<file path="config.mk">
export PLATFORM = sky130hd
export DESIGN_NAME = snake_map_multi
export DESIGN_NICKNAME = d
export VERILOG_FILES = /design/src/rtl/snake_map_multi_pkg.sv /design/src/rtl/snake_owner_ram.sv /design/src/rtl/snake_map_multi.sv
export SDC_FILE = /design/constraint.sdc
export NUM_CORES = 1
export LEC_CHECK = 0
export CAP_MARGIN = 5
export CORE_MARGIN = 10
export CORE_UTILIZATION = 35
export CTS_CLUSTER_DIAMETER = 50
export DETAILED_ROUTE_END_ITERATION = 10
export PLACE_DENSITY = 0.63
export SYNTH_ARGS = -nofsm -noshare
export SYNTH_HDL_FRONTEND = slang
export SYNTH_SLANG_ARGS = --single-unit
</file>
<file path="constraint.sdc">
create_clock -name clk -period 9.6 [get_ports clk]
set_input_delay 1.92 -clock clk [delete_from_list [all_inputs] [get_ports clk]]
set_output_delay 1.92 -clock clk [all_outputs]
set_load 0.05 [all_outputs]
</file>
<file path="src/rtl/snake_map_multi_pkg.sv">
// Shared types for the multi-snake occupancy map: FSM states, the empty owner code and
// the cell index helper used by the owner RAM.
package snake_map_multi_pkg;

  typedef enum logic [2:0] {
    StClear,
    StIdle,
    StCheck,
    StPop,
    StGrow,
    StDone
  } state_e;

  localparam int unsigned OwnerEmpty = 0;

  function automatic int unsigned cell_index(input int unsigned x, input int unsigned y,
                                             input int unsigned w);
    return y * w + x;
  endfunction

endpackage

</file>
<file path="src/rtl/snake_owner_ram.sv">
// Owner-code register array: one write port with clear-sweep priority, a query read port
// for the renderer and a second read port for collision checks and tail pops.
module snake_owner_ram
  import snake_map_multi_pkg::*;
#(
  parameter int unsigned GridW = 8,
  parameter int unsigned GridH = 6,
  parameter int unsigned XW    = 3,
  parameter int unsigned YW    = 3,
  parameter int unsigned IW    = 2,
  parameter int unsigned CW    = 6
) (
  input  logic          clk,
  input  logic          clr_en_i,
  input  logic [CW-1:0] clr_idx_i,
  input  logic          we_i,
  input  logic [XW-1:0] wx_i,
  input  logic [YW-1:0] wy_i,
  input  logic [IW-1:0] wdata_i,
  input  logic [XW-1:0] q_x_i,
  input  logic [YW-1:0] q_y_i,
  output logic [IW-1:0] q_owner_o,
  input  logic [XW-1:0] c_x_i,
  input  logic [YW-1:0] c_y_i,
  output logic [IW-1:0] c_owner_o
);

  localparam int unsigned Cells = GridW * GridH;

  logic [IW-1:0] mem_q [Cells];

  logic          w_in, q_in, c_in;
  logic [CW-1:0] w_idx, q_idx, c_idx;

  // Off-grid coordinates never alias onto a real cell: writes drop, reads return empty.
  assign w_in  = (32'(wx_i) < GridW) && (32'(wy_i) < GridH);
  assign q_in  = (32'(q_x_i) < GridW) && (32'(q_y_i) < GridH);
  assign c_in  = (32'(c_x_i) < GridW) && (32'(c_y_i) < GridH);
  assign w_idx = CW'(cell_index(32'(wx_i), 32'(wy_i), GridW));
  assign q_idx = CW'(cell_index(32'(q_x_i), 32'(q_y_i), GridW));
  assign c_idx = CW'(cell_index(32'(c_x_i), 32'(c_y_i), GridW));

  always_ff @(posedge clk) begin
    if (clr_en_i) begin
      mem_q[clr_idx_i] <= '0;
    end else if (we_i && w_in) begin
      mem_q[w_idx] <= wdata_i;
    end
  end

  assign q_owner_o = q_in ? mem_q[q_idx] : '0;
  assign c_owner_o = c_in ? mem_q[c_idx] : '0;

endmodule

</file>
<file path="src/rtl/snake_map_multi.sv">
// Multi-snake occupancy map: per tick runs check, pop and grow passes over all channels
// and reports a registered per-snake collision vector.
module snake_map_multi
  import snake_map_multi_pkg::*;
#(
  parameter int unsigned GRID_W     = 8,
  parameter int unsigned GRID_H     = 6,
  parameter int unsigned XW         = 3,
  parameter int unsigned YW         = 3,
  parameter int unsigned NUM_SNAKES = 2,
  parameter int unsigned IW         = 2
) (
  input  logic                          clk,
  input  logic                          reset,
  input  logic                          tick,
  input  logic                          clear_req,
  input  logic [NUM_SNAKES-1:0]         alive,
  input  logic [NUM_SNAKES-1:0]         eat,
  input  logic [NUM_SNAKES*(XW+YW)-1:0] head_xy,
  input  logic [NUM_SNAKES*(XW+YW)-1:0] tail_xy,
  input  logic [NUM_SNAKES*(XW+YW)-1:0] next_xy,
  input  logic [XW-1:0]                 q_x,
  input  logic [YW-1:0]                 q_y,
  output logic                          body_on,
  output logic [IW-1:0]                 body_id,
  output logic                          busy,
  output logic                          done,
  output logic [NUM_SNAKES-1:0]         hit,
  output logic                          tick_drop
);

  localparam int unsigned PW    = XW + YW;
  localparam int unsigned Cells = GRID_W * GRID_H;
  localparam int unsigned CW    = (Cells > 1) ? $clog2(Cells) : 1;
  localparam int unsigned ChW   = (NUM_SNAKES > 1) ? $clog2(NUM_SNAKES) : 1;

  state_e                      state_q, state_d;
  logic [CW-1:0]               clr_q, clr_d;
  logic [ChW-1:0]              ch_q, ch_d;
  logic [NUM_SNAKES-1:0]       hit_acc_q, hit_acc_d, hit_q, hit_d;
  logic                        tick_drop_q, tick_drop_d;
  logic                        latch_en;
  logic [NUM_SNAKES-1:0]       alive_q, eat_q;
  logic [NUM_SNAKES*PW-1:0]    head_q, tail_q, next_q;

  logic [PW-1:0] cur_head, cur_tail, cur_next, c_xy, w_xy;
  logic [IW-1:0] own_cur, c_owner, q_owner, w_data;
  logic          last_ch, occupied, head_on, we;

  assign cur_head = head_q[32'(ch_q)*PW +: PW];
  assign cur_tail = tail_q[32'(ch_q)*PW +: PW];
  assign cur_next = next_q[32'(ch_q)*PW +: PW];
  assign own_cur  = IW'(32'(ch_q) + 1);
  assign last_ch  = (32'(ch_q) == NUM_SNAKES - 1);
  // The check port looks at the tail while popping and at the next head otherwise.
  assign c_xy     = (state_q == StPop) ? cur_tail : cur_next;

  always_comb begin
    occupied = 1'b0;
    head_on  = 1'b0;
    if (c_owner != IW'(OwnerEmpty)) begin
      occupied = 1'b1;
      for (int j = 0; j < NUM_SNAKES; j++) begin
        if (c_owner == IW'(j + 1) && tail_q[j*PW +: PW] == cur_next && alive_q[j] && !eat_q[j]) begin
          occupied = 1'b0;
        end
      end
    end
    for (int m = 0; m < NUM_SNAKES; m++) begin
      if (32'(m) != 32'(ch_q) && alive_q[m] && next_q[m*PW +: PW] == cur_next) begin
        head_on = 1'b1;
      end
    end
  end

  always_comb begin
    we     = 1'b0;
    w_xy   = cur_head;
    w_data = own_cur;
    if (state_q == StPop) begin
      we     = alive_q[ch_q] && !eat_q[ch_q] && (c_owner == own_cur);
      w_xy   = cur_tail;
      w_data = '0;
    end else if (state_q == StGrow) begin
      we     = alive_q[ch_q];
    end
  end

  always_comb begin
    state_d     = state_q;
    clr_d       = clr_q;
    ch_d        = ch_q;
    hit_acc_d   = hit_acc_q;
    hit_d       = hit_q;
    latch_en    = 1'b0;
    tick_drop_d = tick && (state_q != StIdle);
    unique case (state_q)
      StClear: begin
        clr_d = clr_q + 1'b1;
        if (clr_q == CW'(Cells - 1)) begin
          clr_d   = '0;
          state_d = StIdle;
        end
      end
      StIdle: begin
        if (tick) begin
          latch_en  = 1'b1;
          ch_d      = '0;
          hit_acc_d = '0;
          state_d   = StCheck;
        end else if (clear_req) begin
          clr_d   = '0;
          state_d = StClear;
        end
      end
      StCheck: begin
        hit_acc_d[ch_q] = alive_q[ch_q] && (occupied || head_on);
        ch_d            = last_ch ? '0 : ch_q + 1'b1;
        if (last_ch) state_d = StPop;
      end
      StPop: begin
        ch_d = last_ch ? '0 : ch_q + 1'b1;
        if (last_ch) state_d = StGrow;
      end
      StGrow: begin
        ch_d = last_ch ? '0 : ch_q + 1'b1;
        if (last_ch) begin
          hit_d   = hit_acc_q;
          state_d = StDone;
        end
      end
      StDone: state_d = StIdle;
      default: begin
        clr_d   = '0;
        state_d = StClear;
      end
    endcase
  end

  always_ff @(posedge clk) begin
    if (reset) begin
      state_q     <= StClear;
      clr_q       <= '0;
      ch_q        <= '0;
      hit_acc_q   <= '0;
      hit_q       <= '0;
      tick_drop_q <= 1'b0;
    end else begin
      state_q     <= state_d;
      clr_q       <= clr_d;
      ch_q        <= ch_d;
      hit_acc_q   <= hit_acc_d;
      hit_q       <= hit_d;
      tick_drop_q <= tick_drop_d;
    end
  end

  always_ff @(posedge clk) begin
    if (latch_en) begin
      alive_q <= alive;
      eat_q   <= eat;
      head_q  <= head_xy;
      tail_q  <= tail_xy;
      next_q  <= next_xy;
    end
  end

  snake_owner_ram #(
    .GridW(GRID_W),
    .GridH(GRID_H),
    .XW   (XW),
    .YW   (YW),
    .IW   (IW),
    .CW   (CW)
  ) u_ram (
    .clk      (clk),
    .clr_en_i (state_q == StClear),
    .clr_idx_i(clr_q),
    .we_i     (we),
    .wx_i     (w_xy[PW-1:YW]),
    .wy_i     (w_xy[YW-1:0]),
    .wdata_i  (w_data),
    .q_x_i    (q_x),
    .q_y_i    (q_y),
    .q_owner_o(q_owner),
    .c_x_i    (c_xy[PW-1:YW]),
    .c_y_i    (c_xy[YW-1:0]),
    .c_owner_o(c_owner)
  );

  assign body_on   = (q_owner != IW'(OwnerEmpty));
  assign body_id   = q_owner;
  assign busy      = (state_q != StIdle);
  assign done      = (state_q == StDone);
  assign hit       = hit_q;
  assign tick_drop = tick_drop_q;

endmodule
</file>
**Yosys cells after proc, flatten, opt, wreduce, memory -nomap -nowiden**

Memories as Yosys holds them, arrays and structs flattened.
Cells that the tools add are included.

- Mux-type cells: 45
- Order comparisons: 5
- Reductions and logical operators: 33
- Add/subtract/negate cells: 6
- Equal/unequal tests: 22
- $mul: 1
- Shifts and indexed selects: 3
- Bitwise logic cells: 2

Operators by type and width:

| cell | count |
|---|---|
| 6-bit 2-to-1 mux | 6 |
| 12-bit by 5-bit variable part select with 6-bit output | 3 |
| 6-bit equality test | 4 |
| 1-bit 2-to-1 mux | 22 |
| 6-bit by 3-bit adder with 6-bit output | 3 |
| 3-bit 2-to-1 mux | 6 |
| 3-bit case mux with 6 select lines | 1 |
| 6-bit case mux with 3 select lines | 1 |
| 1-bit logical AND | 16 |
| 2-bit != test, second input constant | 7 |
| 2-bit 2-to-1 mux | 5 |
| 3-bit < comparator, second input constant | 3 |
| 2-bit nonzero test | 4 |
| 6-bit by 1-bit adder with 6-bit output, second input constant | 1 |
| 3-bit by 2-bit equality test with 1-bit output, second input constant | 2 |
| 3-bit equality test, second input constant | 2 |
| 6-bit equality test, second input constant | 1 |
| 2-bit AND reduction | 3 |
| 5-bit AND reduction | 1 |
| 2-bit case mux with 2 select lines | 1 |
| 4-bit OR reduction | 1 |
| 3-bit by 1-bit equality test with 1-bit output, second input constant | 1 |
| 1-bit zero test | 3 |
| 3-bit zero test | 1 |
| other kinds (18) | 19 |

- Memories kept: 1
- Output and inout bits: 8
- RAM bits: 96
- Input port bits: 50
- Word-level logic and storage cells: 129
- Register bits: 55

Memories:

| name | words | bits a word | read ports | clocked after memory_dff | wr ports | RTL line | text |
|---|---|---|---|---|---|---|---|
| u_ram.mem_q | 48 | 2 | 2 | 0 | 1 | snake_owner_ram.sv:30 | `logic [IW-1:0] mem_q [Cells];` |

**Longest topological paths before layout**

An unclocked memory read counts as a cell.

- Depth in word-level cells: 17
- Depth in mapped cells: 15
- Gate-level depth less buffers: 10

**Modules after synthesis**

Synthesis repeated with hierarchy kept, for this count alone.

- Cells, all modules: 525
- Area total of the unflattened synthesis: 7641.1 um2

By module, submodules not included:

| module | area each (um2) | seq. area each (um2) | cells an instance | times used |
|---|---|---|---|---|
| snake_owner_ram | 5021.1 | 2882.8 | 319 | 1 |
| snake_map_multi | 2620.0 | 1501.4 | 206 | 1 |

**Least setup slack after synthesis**

OpenSTA, ideal clock, no wires.

- Kind: input to output
- Start: input q_x[1]
- End: output body_on
- Arrival time: 5.198 ns
- Data required time: 7.680 ns
- Setup slack: 2.482 ns
- Buffers on the path: 3
- Cell stages on the path: 8
- Path through: clkbuf_1 buf_1 clkbuf_1 mux4_2 mux4_2 mux2i_1 o21ai_0 or2_2

- Longest elaborated chain between the ends: 4

Ends and longest elaborated chain:

| what | RTL line | text |
|---|---|---|
| start: declaration | snake_map_multi.sv:22 | `input logic [XW-1:0] q_x,` |
| 6-bit by 3-bit adder with 6-bit output | snake_map_multi_pkg.sv:18 | `return y * w + x;` |
| memory read 48 x 2 bit | n/a |  |
| 2-bit 2-to-1 mux | snake_owner_ram.sv:51 | `assign q_owner_o = q_in ? mem_q[q_idx] : '0;` |
| named net body_id[1] | snake_map_multi.sv:25 | `output logic [IW-1:0] body_id,` |
| 2-bit nonzero test | snake_map_multi.sv:191 | `assign body_on = (q_owner != IW'(OwnerEmpty));` |
| end: declaration | snake_map_multi.sv:24 | `output logic body_on,` |

The timed path passes the listed nets, and every way through them passes these cells.

**Worst setup path after layout**

- Start: input q_x[0]
- End: output body_on

- Longest elaborated chain between the ends: 4

Ends and longest elaborated chain:

| what | RTL line |
|---|---|
| 6-bit by 3-bit adder with 6-bit output | snake_map_multi_pkg.sv:18 |
| memory read 48 x 2 bit | n/a |
| 2-bit 2-to-1 mux | snake_owner_ram.sv:51 |
| 2-bit nonzero test | snake_map_multi.sv:191 |

No other way between the ends.

==> qor.yml <==
drc: 0
rr_worst_depth: 12
yosysWarnings: 0
setup_viol_count_final: 0
yosysSeqAreaShare_pct: 55.1
rsz0062_at_grt: "no"
drtIter0Drc: 585
numClockSinks: 151
max_stage_delay_ns: 1.13
io_buffers: 57
viasPerCell: 5.89
yosys.cell_count.top_type: "edfxtp_1"
die_x_um: 171
status: "complete, no violations"
cts_root_buffer: "clkbuf_16"
hold_viol: 0
post_cts_buffers: 0
num_antenna_cells: 0
finalSetupTns_ns: 0
design_area_um2: 9280
path_clk_slew_ns: 0.06
grt_first_pass_wirelength_mm: 31.3
synthTopCellsByCount: "136 x edfxtp_1, 49 x mux4_2, 47 x nand2_1, 39 x o32ai_1, 33 x mux2i_1"
hp-start: "hit_acc_q[0]"
period_share_pct: 77.8
synth_top_area_share_pct: 51.4
maxSlewHeadroom_pct: 33.1
fmax_mhz: 134
drv_cap: 0
drtPass1Iterations: 6
syn_nets: 602
vias: 5267
synth-main-ff-cell: "edfxtp_1"
rr_startpoint: "ch_q"
internal_power_uw: 1100
wl_per_cell_um: 22.6
syn_area_um2: 7950
utilization_pct: 41.2
cts_tree: "yes"
ctsResizeCount: 0
cts_buffers: 17
peakVddDrop_mv: 0.0887
reg2reg_to: "u_ram.mem_q[2][1]"
leakagePower_uw: 0.00268
min_period_ns: 7.47
switching_power_uw: 293
detail-route-antenna-nets: 0
worst_slew_pin_slew_ns: 0.983
placed_cell_area_um2: 8740
yosysUniqueCellTypes: 66
critPathMaxFanout: 18
ys_ff_latch: 151
fin_nets: 647
postSynth.asyncResetShare_pct: 0
synthTopCellsByArea: "edfxtp_1 51%, mux4_2 14%, o32ai_1 4.3%"
drive_gt1_share_pct: 19.0
holdPathStages: 2
avgSynthCellArea_um2: 14.4
grt_max_degree: 49
cp.required_ns: 7.68
die_area_um2: 29100
die_height_um: 171
syn_to_final_growth_pct: 16.7
rows: 55
ioPinCount: 58
seqCellArea_um2: 4380
critPathLaunchType: "input pin"
worstSetupPathType: "in -> out"
slew_violations: 0
place.detailed.hpwl_mm: 15.1
core_area_um2: 22500
cp_cell_sequence: "clkdlybuf4s50_1, buf_4, mux4_2, mux4_2, mux2i_1, o21ai_0, or2_2, clkdlybuf4s50_1"
synth-edff-count: 136
ctsLongestPathBuffers: 2
r2r_setup_slack_ns: 4.35
clk_latency_ns: 0.43
crit_slowest_cell: "clkdlybuf4s50_1"
fill_cells: 1988
worst-path-buf-inv: 3
multi_input_area_um2: 3370
gp_congestion: 0.947
overflow: 0
grt_pass1_vias: 5235
htreeDepth: 4
crit_family: "buffers and inverters"
arrival_ns: 5.55
wirelength_mm: 20.2
grtUsageTotal_pct: 14.1
p_sw_share_pct: 21.0
power_frac_comb_pct: 5.0
seq_power_share_pct: 51.4
p_clk_share_pct: 43.6
yosysTopAreaCell: "edfxtp_1"
cts_hold_buf: 0
start_util_pct: 35.3
pwr_density_cell_nw_per_um2: 151
hold_path.class: "reg -> reg"
antenna_found_initial: 0
synthCells: 551
final.setup_skew_ns: 0.0144
end_kind: "output port"
hold_path_end: "hit[0]"
-- cells by family after synthesis --
family          synth area share (%)
compound gates                  9.54
xor+xnor                        2.53
fa+ha+maj                      0.157
buf+inv                         2.72
flops                           55.1
mux                             20.4
simple gates                    9.55
-- sequential cells by signal, summed over array words and instances (netlist names) --
signal       flops
u_ram.mem_q     96
head_q          12
next_q          12
tail_q          12
clr_q            6
state_q          3
alive_q          2
eat_q            2
hit              2
hit_acc_q        2
ch_q             1
tick_drop        1
-- power groups by stage --
stage                     clock, µW  sequential [µW]  combinational [µW]
after detailed placement          0              733                69.8
after floorplan                   0              731                35.4
final                           609              719                69.3
after global routing            652              719                74.6
after global placement            0              733                67.7
after CTS                       622              719                69.7
-- cell type report --
cell class / instances / share of cell area (%)
Sequential cell: 151 / 47.2
Clock inverter: 14 / 1.17
Timing Repair Buffer: 63 / 6.63
Tap cell: 285 / 3.84
Inverter: 4 / 0.162
Multi-Input combinational cell: 359 / 36.3
Clock buffer: 18 / 4.62
-- cells in the final DEF (no fill, tap or decap), types with 3 or more instances in the layout --
master,count
inv_1,4
o21ai_0,6
clkbuf_16,17
nor2_1,23
and3_1,3
a21oi_1,11
nor4_1,5
o32ai_1,39
and3b_1,3
clkinvlp_4,3
nand4_1,5
buf_4,6
nor3b_1,4
clkdlybuf4s50_1,57
clkinv_2,7
mux4_2,49
edfxtp_1,136
xor2_1,9
or3b_2,3
mux2i_1,32
xnor2_1,14
dfxtp_1,15
nor3_1,7
o22ai_1,8
and2_1,4
a222oi_1,5
mux2i_2,3
nand2_1,47
nand3_1,13
nor2b_1,6
nand2b_1,3
mux2_2,9
nand3b_1,5
-- worst max-delay path by stage --
| stage | startpoint | to | slack [ns] | cells after the start |
|---|---|---|---|---|
| 6_report | q_x[0] | body_on | 2.13 | 8 |
| 5_1_grt | q_x[0] | body_on | 1.92 | 8 |
| 4_1_cts | q_x[0] | body_on | 2.07 | 8 |
| 3_5_place_dp | q_x[0] | body_on | 2.07 | 8 |
| 3_3_place_gp | q_x[0] | body_on | 2.14 | 8 |
| 2_1_floorplan | q_x[1] | body_on | 2.48 | 8 |
-- tightest hold or removal path: stages (launching register included) --
cell and delay, ns:
dfxtp_1 0.30, nand3_1 0.06, a21oi_1 0.06
-- metal layers --
layer  up-vias  share of wire, %  global-route usage [%]
met2       283                46                    21.7
met1      2618                44                    19.5
li1       2348                 -                       -
met3        18               9.4                    3.92
met5         -                 0                       0
met4         0              0.97                    2.90
-- through the flow --
step	hold slack (ns)	worst slack, ns	power (µW)	cells
3_3_place_gp	0.457	2.14	800	862
4_1_cts	0.471	2.07	1410	894
5_1_grt	0.493	1.92	1450	894
6_report	0.467	2.13	1400	894
3_5_place_dp	0.459	2.07	802	862
2_1_floorplan	0.439	2.48	767	551
(Power assumes the default switching activity.)
==> variant: new RTL, config.mk and constraints unchanged <==
Set the parameter `GRID_W` to 4 (it was 8).
--- a/src/rtl/snake_map_multi.sv
+++ b/src/rtl/snake_map_multi.sv
@@ -5,3 +5,3 @@
 #(
-  parameter int unsigned GRID_W     = 8,
+  parameter int unsigned GRID_W     = 4,
   parameter int unsigned GRID_H     = 6,
Behaviour: no difference found for any inputs over 10 cycles, from zero or initial values and one cycle with reset high; that may be too few to reach the edited logic, so the function may still have changed.
==> variant against the unedited design <==
Clock skew hardly changed; routed wire length is 40% lower; synthesized area is 32% lower; maximum frequency is 5.5% higher; cell area is 31% lower; power is 37% lower; register-to-register slack better by 0.62 ns; synthesized cell count is 27% lower; worst setup slack better by 0.39 ns; sequential cell count is 49 lower; sequential share of layout area is 1.6 points lower; critical endpoint unchanged; largest cell class unchanged; highest routed layer unchanged.
==> variant: results (changes against the unedited design) <==
| Metric | Value |
|---|---|
| Buffers added on ports | `57 (unchanged)` |
| GRT Total Usage | `12.02% (-2.1 points)` |
| Hold Path Class | `register to register` |
| Synth Net Count | `458 (-24%)` |
| Max-cap violations | `0 (unchanged)` |
| Slew HR | `38.75% (+5.6 points)` |
| Status | `complete, no violations` |
| Commonest cells in the netlist | `edfxtp_1 (88), nor2_1 (32), mux2i_1 (31)` |
| Avg WL per Cell | `18.60 um (-18%)` |
| Layout net count | `514 (-21%)` |
| Number of synthesized flops with an enable pin | `88 (-35%)` |
| GP Congestion | `0.8666 (-8.5%)` |
| Largest delay share family, worst path | `buffers and inverters` |
| Most flops, register | `u_ram.mem_q` |
| WP data arrival | `5.16 ns (-0.39 ns)` |
| Max H-tree Level | `3 (-1)` |
| Worst Setup SP | `q_x[0]` |
| Final WL | `12090 um (-40%)` |
| Worst-Skew Late Latency | `0.35 ns (-0.08 ns)` |
| Total CTS buffers | `9 (-8)` |
| Vias in the first global route | `3682 (-30%)` |
| Final-layout fill cell count | `1408 (-29%)` |
| Sequential fraction of the synthesis area | `54.41% (-0.72 points)` |
| Root buf cell | `clkbuf_16` |
| First-pass GRT wire length | `19410 um (-38%)` |
| Yosys warnings | `0 (unchanged)` |
| DR pass1 iterations | `4 (-2)` |
| Post-DP HPWL | `9373 um (-38%)` |
| Post-synthesis cell type count | `49 (-26%)` |
| Crit-path slowest cell | `clkdlybuf4s50_1` |
| Post-CTS Setup Inserts | `0 (unchanged)` |
| Syn avg cell area | `13.40 um2 (-7.2%)` |
| Worst hold start | `hit_acc_q[0]` |
| Post-synth ARST share | `0% (unchanged)` |
| Largest net degree at the start of global routing | `41 (-16%)` |
| Pleak | `0.001980 uW (-26%)` |
| Max Root-Sink Buffers | `2 (unchanged)` |
| DR iter-0 viols | `282 (-52%)` |
| Synth area leaders | `edfxtp_1 (49%), mux4_2 (11%), mux2i_1 (5.8%)` |
| Peak supply drop | `0.1173 mV (+32%)` |
| Share of layout cells above drive strength 1 | `13.20% (-5.8 points)` |
| Worst r2r src | `state_q[0]` |
| Max reg flops | `48 (-50%)` |
| Clock-pin transition on the worst setup and hold timing paths | `about 0.07 ns` |
| CP peak stage delay | `0.97 ns (-0.16 ns)` |
| Max FO, Critical Path | `12 (-6)` |
| Cells resized by post-CTS repair | `0 (unchanged)` |
| Ant. Diodes | `0 (unchanged)` |
| Placed Cells | `634 (-26%)` |
| Via-per-instance ratio | `5.417 (-8.1%)` |
| Initial antenna violation count | `0 (unchanged)` |
| Setup Skew | `0.01392 ns (-0.0004816 ns)` |
==> variant: changes by cell type after synthesis, sizes merged, moves of 13 or more <==
cell	change
o32ai	-36
nand2	-17
mux4	-22
o22ai	+13
edfxtp	-48
buf	-16
==> variant: area by class of cell <==
cell class | count | area, um2 | area share (%)
Clock inverter | 7 | 48.80 | 0.7619
Tap cell | 188 | 235.2 | 3.673
Clock buffer | 9 | 225.2 | 3.516
Inverter | 5 | 18.77 | 0.2930
Multi-Input combinational cell | 278 | 2354 | 36.75
Timing Repair Buffer | 61 | 600.6 | 9.377
Sequential cell | 102 | 2923 | 45.63
==> variant: cells by family (layout without fill, tap and decap cells) <==
| logic type | after synthesis | after routing | share of synthesized area [%] |
|---|---|---|---|
| simple gates | 116 | 116 | 10.92 |
| flops | 102 | 102 | 54.41 |
| xor+xnor | 23 | 23 | 3.750 |
| fa+ha+maj | 7 | 7 | 1.630 |
| buf+inv | 21 | 82 | 1.794 |
| mux | 65 | 65 | 19.24 |
| compound gates | 67 | 67 | 8.246 |
==> variant: worst min-delay path: cells and delay by family (launching register included) <==
kind	cells	cell delay, ns
buf+inv	1	0.05
compound gates	1	0.08
flops	1	0.32
==> variant: final timing paths <==
path                   endpoint  slack, ns  depth (start not counted)
max                     body_on       2.52                          7
min                hit_acc_q[0]       0.49                          2
max reg2reg  u_ram.mem_q[12][1]       4.97                         11
min reg2reg        hit_acc_q[0]       0.49                          2
==> variant: metal layers <==
| layer | part of all wire [%] | global-route usage, % | vias up |
|---|---|---|---|
| met5 | 0 | 0 | - |
| met4 | 1.2 | 2.740 | 0 |
| met3 | 6.5 | 4.488 | 16 |
| met2 | 49 | 19.59 | 109 |
| met1 | 44 | 14.78 | 1707 |
| li1 | - | - | 1689 |
==> variant: power breakdown <==
group / total (uW) / internal, uW / switching, uW
Sequential: 487 / 483 / 4.44
Clock: 334 / 175 / 159
Combinational: 60.4 / 33.7 / 26.7
Total: 882 / 692 / 190
==> variant: through the flow <==
step           utilization [%]  cell area (um2)  setup slack, ns
2_1_floorplan                -             5371            2.971
3_3_place_gp             40.48             6131            2.550
3_5_place_dp             40.48             6131            2.478
4_1_cts                  42.29             6405            2.477
5_1_grt                  42.29             6405            2.328
6_report                 42.29             6405            2.520
